===== src/rtl/p88_load_arbiter.sv =====
// p88_load_arbiter: shares the system RAM port between the HPS P88 download
// stream and the Konix system bus. During a load each ioctl byte is buffered
// and the HPS is back-pressured. The system is held in reset for the whole
// load and for HOLD_CYCLES after the last buffered byte is written.
module p88_load_arbiter #(
    parameter int unsigned       ADDR_W      = 20,
    parameter logic [5:0]        LOAD_INDEX  = 6'd4,
    parameter logic [ADDR_W-1:0] LOAD_BASE   = '0,
    parameter int unsigned       HOLD_CYCLES = 16
) (
    input  logic              clk_sys,
    input  logic              reset_n,
    input  logic              ioctl_download,
    input  logic [15:0]       ioctl_index,
    input  logic              ioctl_wr,
    input  logic [26:0]       ioctl_addr,
    input  logic [7:0]        ioctl_dout,
    output logic              ioctl_wait,
    input  logic              cpu_req,
    input  logic              cpu_we,
    input  logic [ADDR_W-1:0] cpu_addr,
    input  logic [7:0]        cpu_dout,
    output logic [7:0]        cpu_din,
    output logic              cpu_ack,
    output logic              mem_req,
    output logic              mem_we,
    output logic [ADDR_W-1:0] mem_addr,
    output logic [7:0]        mem_wdata,
    input  logic [7:0]        mem_rdata,
    input  logic              mem_ack,
    output logic              sys_hold,
    output logic              load_done
);

    localparam int unsigned CNT_W = $clog2(HOLD_CYCLES + 1);

    typedef enum logic [1:0] {
        IDLE,
        CPU_ACC,
        LD_ACC,
        CPU_DONE
    } state_t;

    state_t            state;
    state_t            state_nxt;

    logic              load_active;
    logic              buf_full;
    logic [7:0]        buf_data;
    logic [ADDR_W-1:0] buf_addr;
    logic              last_ld;
    logic              grant_cpu;
    logic              grant_ld;
    logic              ld_ack;
    logic              buf_empty_nxt;
    logic              counting;
    logic [CNT_W-1:0]  hold_cnt;

    // Upper index/address bits are outside the decode and the RAM space.
    logic              unused_bits;
    assign unused_bits = &{1'b0, ioctl_index[15:6], ioctl_addr[26:ADDR_W]};

    assign load_active   = ioctl_download && (ioctl_index[5:0] == LOAD_INDEX);
    assign ld_ack        = (state == LD_ACC) && mem_ack;
    assign buf_empty_nxt = !buf_full || ld_ack;

    // All handshake outputs decode from registers only.
    assign mem_req    = (state == CPU_ACC) || (state == LD_ACC);
    assign cpu_ack    = (state == CPU_DONE);
    assign ioctl_wait = buf_full;

    // State register.
    always_ff @(posedge clk_sys or negedge reset_n) begin
        if (!reset_n) begin
            state <= IDLE;
        end else begin
            state <= state_nxt;
        end
    end

    // Next state and round-robin grant decision.
    always_comb begin
        state_nxt = state;
        grant_cpu = 1'b0;
        grant_ld  = 1'b0;
        unique case (state)
            IDLE: begin
                if (cpu_req && buf_full) begin
                    if (last_ld) begin
                        grant_cpu = 1'b1;
                    end else begin
                        grant_ld = 1'b1;
                    end
                end else if (cpu_req) begin
                    grant_cpu = 1'b1;
                end else if (buf_full) begin
                    grant_ld = 1'b1;
                end
                if (grant_cpu) begin
                    state_nxt = CPU_ACC;
                end else if (grant_ld) begin
                    state_nxt = LD_ACC;
                end
            end
            CPU_ACC: begin
                if (mem_ack) begin
                    state_nxt = CPU_DONE;
                end
            end
            LD_ACC: begin
                if (mem_ack) begin
                    state_nxt = IDLE;
                end
            end
            CPU_DONE: begin
                state_nxt = IDLE;
            end
            default: begin
                state_nxt = IDLE;
            end
        endcase
    end

    // RAM request fields latched at grant; read data captured on CPU ack.
    always_ff @(posedge clk_sys or negedge reset_n) begin
        if (!reset_n) begin
            mem_we    <= 1'b0;
            mem_addr  <= '0;
            mem_wdata <= '0;
            last_ld   <= 1'b0;
            cpu_din   <= '0;
        end else begin
            if (grant_cpu) begin
                mem_we    <= cpu_we;
                mem_addr  <= cpu_addr;
                mem_wdata <= cpu_dout;
                last_ld   <= 1'b0;
            end else if (grant_ld) begin
                mem_we    <= 1'b1;
                mem_addr  <= buf_addr;
                mem_wdata <= buf_data;
                last_ld   <= 1'b1;
            end
            if ((state == CPU_ACC) && mem_ack) begin
                cpu_din <= mem_rdata;
            end
        end
    end

    // One-byte load buffer; strobes arriving while full are dropped.
    always_ff @(posedge clk_sys or negedge reset_n) begin
        if (!reset_n) begin
            buf_full <= 1'b0;
            buf_data <= '0;
            buf_addr <= '0;
        end else begin
            if (ld_ack) begin
                buf_full <= 1'b0;
            end else if (ioctl_wr && load_active && !buf_full) begin
                buf_full <= 1'b1;
                buf_data <= ioctl_dout;
                buf_addr <= ioctl_addr[ADDR_W-1:0] + LOAD_BASE;
            end
        end
    end

    // System hold: set while loading, released HOLD_CYCLES after the buffer drains.
    // The count starts on the edge the final write is acknowledged, so the
    // release lands exactly HOLD_CYCLES edges after that acknowledge.
    always_ff @(posedge clk_sys or negedge reset_n) begin
        if (!reset_n) begin
            sys_hold  <= 1'b0;
            load_done <= 1'b0;
            counting  <= 1'b0;
            hold_cnt  <= '0;
        end else begin
            load_done <= 1'b0;
            if (load_active) begin
                sys_hold <= 1'b1;
                counting <= 1'b0;
            end else if (counting) begin
                hold_cnt <= hold_cnt - 1'b1;
                if (hold_cnt == CNT_W'(1)) begin
                    sys_hold  <= 1'b0;
                    load_done <= 1'b1;
                    counting  <= 1'b0;
                end
            end else if (sys_hold && buf_empty_nxt) begin
                counting <= 1'b1;
                hold_cnt <= CNT_W'(HOLD_CYCLES);
            end
        end
    end

endmodule

===== config.mk =====
export PLATFORM = sky130hd
export DESIGN_NAME = p88_load_arbiter
export DESIGN_NICKNAME = d
export VERILOG_FILES = /design/src/rtl/p88_load_arbiter.sv
export SDC_FILE = /design/constraint.sdc
export NUM_CORES = 1
export LEC_CHECK = 0
export BUFFER_PORTS_ARGS = -buffer_cell sky130_fd_sc_hd__buf_2
export CAP_MARGIN = 20
export CORE_ASPECT_RATIO = 0.6
export CORE_UTILIZATION = 45
export CTS_CLUSTER_DIAMETER = 40
export DETAILED_ROUTE_END_ITERATION = 10
export PLACE_DENSITY = 0.73
export SLEW_MARGIN = 40
export SYNTH_ARGS = -nofsm -noshare
export SYNTH_HDL_FRONTEND = slang
export SYNTH_SLANG_ARGS = --single-unit
export TNS_END_PERCENT = 50

===== constraint.sdc =====
create_clock -name clk_sys -period 2.2 [get_ports clk_sys]
set_clock_uncertainty 0.2 [all_clocks]
set_input_delay 0.44 -clock clk_sys [delete_from_list [all_inputs] [get_ports clk_sys]]
set_output_delay 0.44 -clock clk_sys [all_outputs]
set_load 0.02 [all_outputs]

# [Word level (Yosys, flattened, before mapping)]
# Index checks and enable logic that the tools add are counted.
[totals] reg_bits=77 word_cells=81
[op_classes] add_sub_neg=1 eq_ne=8 muxes=37 n_bitwise=2 reduce_logical=20
[op_table] cell="$mux W20" count=2
[op_table] cell="$mux W1" count=26
[op_table] cell="$mux W8" count=2
[op_table] cell="$mux W5" count=2
[op_table] cell="$reduce_bool A2 Y1" count=5
[op_table] cell="$mux W2" count=4
[op_table] cell="$pmux W2 S4" count=1
[op_table] cell="$logic_and A1 B1 Y1" count=7
[op_table] cell="$eq A6 B3 Y1 const B" count=1
[op_table] cell="$reduce_and A2 Y1" count=3
[op_table] cell="$eq A5 B1 Y1 const B" count=1
[op_table] cell="$sub A5 B1 Y5 const B" count=1
[op_table] cell="$eq A2 B2 Y1 const B" count=2
[op_table] cell="$ne A2 B2 Y1 const B" count=2
[op_table] cell="$ne A3 B3 Y1 const B" count=1
[op_table] cell="$reduce_and A3 Y1" count=1
[op_table] cell="$eq A2 B1 Y1 const B" count=1
[op_table] cell="$logic_not A2 Y1" count=1
[op_table] cell="$logic_or A1 B1 Y1" count=2
[op_table] cell="$not A1 Y1" count=2
[op_table] cell="$logic_not A1 Y1" count=1

# [Longest topological paths before layout]
[depth] depth_word=7 ltp_mapped=7 mapped_depth_nobuf=6

# [Worst setup path after synthesis]
# No wires, ideal clock.
[synth_timing] kind="input to register" startpoint="input port ioctl_index[4]" endpoint="register buf_addr[0]" setup_ps=125 arrival_ps=1724 required_time_ps=1875 slack_ps=151 path_stages=6 path_cell_list="nand4bb_1 -> nor4_4 -> nand4b_1 -> buf_4 -> buf_6 -> mux2_4"
[synth_between] elab_chain_len=5
[synth_rtl] element="start: declaration" line_no="14" source="input logic [15:0] ioctl_index,"
[synth_rtl] element="$eq A6 B3 Y1" line_no="63" source="assign load_active = ioctl_download && (ioctl_index[5:0] == LOAD_INDEX);"
[synth_rtl] element="$logic_and A1 B1 Y1" line_no="63"
[synth_rtl] element="$logic_and A1 B1 Y1 (2 in a row)" line_no="159" source="end else if (ioctl_wr && load_active && !buf_full) begin"
[synth_rtl] element="$reduce_and A2 Y1 (no line)"
[synth_rtl] element="end signal: assignment" line_no="162" source="buf_addr <= ioctl_addr[ADDR_W-1:0] + LOAD_BASE;"
[synth_rtl] element="end: declaration" line_no="50" source="logic [ADDR_W-1:0] buf_addr;"
# Every way passes these cells.
# A chain may end at the register's enable or synchronous reset.

# [Worst setup path in the final report]
[layout_timing] startpoint="register state[0]" endpoint="register hold_cnt[3]"
[layout_between] elab_chain_len=6
[layout_rtl] element="start: declaration" line_no="44" source="state_t state;"
[layout_rtl] element="start signal: assignment" line_no="77" source="state <= state_nxt;"
[layout_rtl] element="$eq A2 B2 Y1" line_no="64" source="assign ld_ack = (state == LD_ACC) && mem_ack;"
[layout_rtl] element="$logic_and A1 B1 Y1" line_no="64"
[layout_rtl] element="$logic_or A1 B1 Y1" line_no="65" source="assign buf_empty_nxt = !buf_full || ld_ack;"
[layout_rtl] element="$logic_and A1 B1 Y1" line_no="188" source="end else if (sys_hold && buf_empty_nxt) begin"
[layout_rtl] element="$reduce_bool A2 Y1 (no line)"
[layout_rtl] element="$reduce_and A2 Y1 (no line)"
[layout_rtl] element="end signal: assignment" line_no="182" source="hold_cnt <= hold_cnt - 1'b1;"
[layout_rtl] element="end signal: assignment" line_no="190" source="hold_cnt <= CNT_W'(HOLD_CYCLES);"
[layout_rtl] element="end: declaration" line_no="57" source="logic [CNT_W-1:0] hold_cnt;"
# Every way passes these cells.

==> flow_metrics.env <==
export IMPL_first_pass_iters=7
export IMPL_die_h_um=68.1
export IMPL_syn_cell_area_um2=3270
export IMPL_syn_nets=375
export IMPL_fin_cells=489
export IMPL_clock_sinks=77
export IMPL_drc=9
export IMPL_finalCriticalPeriod_ps=1950
export IMPL_synth_common_cells="dfrtp_1, nand2_1, o21ai_0"
export IMPL_worst_r2r_endpoint="hold_cnt[3]"
export IMPL_dp_hpwl_mm=5.34
export IMPL_critical_path_startpoint="state[0]"
export IMPL_reg2reg_depth=6
export IMPL_drt_wirelength_per_cell_um=14.9
export IMPL_slowest_stage="dfrtp_1"
export IMPL_ys_types=35
export IMPL_relSlewSlack=0.625
export IMPL_violations="design-rule violations"
export IMPL_ys_seq_area_frac=0.588
export IMPL_clk_path_buf_depth=2
export IMPL_grt_use_total=0.200
export IMPL_final_fill_count=585
export IMPL_grt_overflow=0
export IMPL_vias=2517
export IMPL_cp_end_kind="register"
export IMPL_p_seq_frac=0.393
export IMPL_cts_root_buffer="clkbuf_16"
export IMPL_syn_avg_cell_area_um2=12.0
export IMPL_numCtsBuffers=9
export IMPL_fp_dieArea_um2=7630
export IMPL_gp_congestion=0.792
export IMPL_vdd_drop_max_mv=0.595
export IMPL_max_stage_delay_ps=410
export IMPL_synth_most_common_cell="dfrtp_1"
export IMPL_start_kind="register"
export IMPL_yosysWarnings=0
export IMPL_outcome="complete, but fails checks"
export IMPL_ys_seq_elements=77
export IMPL_slew_violations=0
export IMPL_finalNetCount=500
export IMPL_ys_top_cells_by_area="dfrtp_1, mux2_2, o22ai_1"
export IMPL_p_per_area_nw_per_um2=1290
export IMPL_rsz0062_at_grt="false"
export IMPL_viasPerCell=5.15
export IMPL_rows=23
export IMPL_period_share=0.886
export IMPL_postCtsSetupBuffers=0
export IMPL_path_depth=6
export IMPL_cap_viol_max_count=0
export IMPL_clkSlewWorstSetupHoldPaths_ps=50
export IMPL_drt_wl_total_mm=7.27
export IMPL_syn_inst=274
export IMPL_start_util=0.478
export IMPL_die_width_um=112
export IMPL_p_sw_frac=0.366
export IMPL_critical_path_required_ps=2200
export IMPL_crit_type="register to register"
export IMPL_path_max_fanout=5
export IMPL_r2r_slack_ps=250
export IMPL_io_buffers=118
export IMPL_setup_viol=0
export IMPL_crit_buf_inv=1
export IMPL_hold_viol=0
export IMPL_path_delay_family="compound AO/OA/AOI/OAI gates"
export IMPL_tritoncts="done"
export IMPL_p_leak_nw=2.27
export IMPL_p_int_mw=3.51
export IMPL_power_share_clock=0.237
export IMPL_clk_latency_ps=320
export IMPL_synth_main_ff_cell="dfrtp_1"
export IMPL_grt_max_degree=36
export IMPL_grt_pass1_vias=2410
export IMPL_cp_arrival_ps=1950
export IMPL_antenna_found_initial=0
export IMPL_hold_path_class="primary input to register"
export IMPL_crit_end="hold_cnt[3]"
export IMPL_htree_levels=3
export IMPL_synth_edf_count=0
export IMPL_antenna_cells=0
export IMPL_setup_tns_final_ps=0
export IMPL_final_layout_size_suffix_gt1_frac=0.450
export IMPL_r2r_start="state[0]"
export IMPL_synthArstFlopShare=1.00
export IMPL_synth_area_leader_cell="dfrtp_1"
export IMPL_drt_iter0_drc=131
export IMPL_cts_resized=0
export IMPL_dp_cells=474
export IMPL_hold_buffers=1
export IMPL_combPwrFrac=0.370
export IMPL_antenna_left=0
export IMPL_io_pins=136
export IMPL_yosys_area_top_type_share=0.588
export IMPL_grt_pass1_wl_mm=11.4
export IMPL_crit_path_cell_trace="inv_1 > ha_1 > a21bo_2 > a21oi_1 > or2_2 > a211o_1"
export IMPL_core_um2=6850
export IMPL_fmax_mhz=513
export IMPL_worst_pin_slew_ps=560
export IMPL_area_delta_synth_final_pct=31.1
export IMPL_p_switching_mw=2.02
-- cells in the final DEF (no fill, tap or decap), types with 3 or more instances in the layout --
cell type / instances
a21oi_1: 3
ha_1: 7
nand2_1: 37
nor2_1: 3
mux2_4: 9
o21ai_0: 32
buf_2: 117
nor3_1: 3
dfrtp_1: 77
clkbuf_16: 9
nor2b_1: 3
o22ai_1: 28
inv_1: 7
buf_4: 9
mux2_2: 27
-- flip-flops by register name (all words and copies together), names as in the netlist --
signal,count
state,2
buf_addr,20
counting,1
mem_wdata,8
cpu_din,8
load_done,1
sys_hold,1
mem_we,1
mem_addr,20
ioctl_wait,1
last_ld,1
hold_cnt,5
buf_data,8
-- logic make-up after synthesis --
group,share of synthesized area
flops,0.588
compound gates,0.131
simple gates,0.0871
mux,0.137
buf+inv,0.0294
fa+ha+maj,0.0267
-- worst reg2reg max path, cell delays in order (launching register included) --
cell and delay [ps]:
dfrtp_1 410, inv_1 130, ha_1 210, a21bo_2 150, a21oi_1 70, or2_2 360
a211o_1 310
-- routing by layer --
metal / track usage / share of wire / vias to the layer above
met5: 0 / 0 / -
met4: 0.0750 / 0.012 / 0
met3: 0.0868 / 0.080 / 10
met2: 0.312 / 0.45 / 90
met1: 0.250 / 0.46 / 1192
li1: - / - / 1225
-- area by class of cell --
type | instances | area (um^2) | area share
Sequential cell | 77 | 1930 | 0.449
Multi-Input combinational cell | 175 | 1260 | 0.294
Timing Repair Buffer | 129 | 703 | 0.164
Clock buffer | 12 | 256 | 0.0597
Tap cell | 87 | 109 | 0.0253
Inverter | 7 | 26.3 | 0.00612
Clock inverter | 2 | 10.0 | 0.00233
-- per-stage QoR --
stage,utilization,hold slack (ps),total power [mW],worst slack (ps),cell area [um^2]
2_1_floorplan,-,-55.6,3.49,151,3270
3_3_place_gp,0.587,183,4.18,237,4020
3_5_place_dp,0.587,189,4.26,131,4020
4_1_cts,0.627,135,5.60,255,4290
5_1_grt,0.627,132,5.91,185,4290
6_report,0.627,147,5.54,251,4290
-- power groups by stage --
stage	clock, mW	combinational [mW]	sequential (mW)
floorplan	0	0.879	2.62
global placement	0	2.01	2.17
detailed placement	0	2.07	2.20
CTS	1.35	2.07	2.18
global route	1.41	2.26	2.24
finish	1.31	2.05	2.18
-- worst min-delay path by stage --
| stage | start | to | cells past startpoint |
|---|---|---|---|
| finish | ioctl_addr[4] | buf_addr[4] | 2 |
| global route | ioctl_addr[8] | buf_addr[8] | 2 |
| CTS | ioctl_addr[4] | buf_addr[4] | 2 |
| detailed placement | reset_n | mem_wdata[1] | 1 |
| global placement | reset_n | mem_wdata[1] | 1 |
| floorplan | reset_n | buf_addr[0] | 0 |
(Power assumes the default switching activity.)
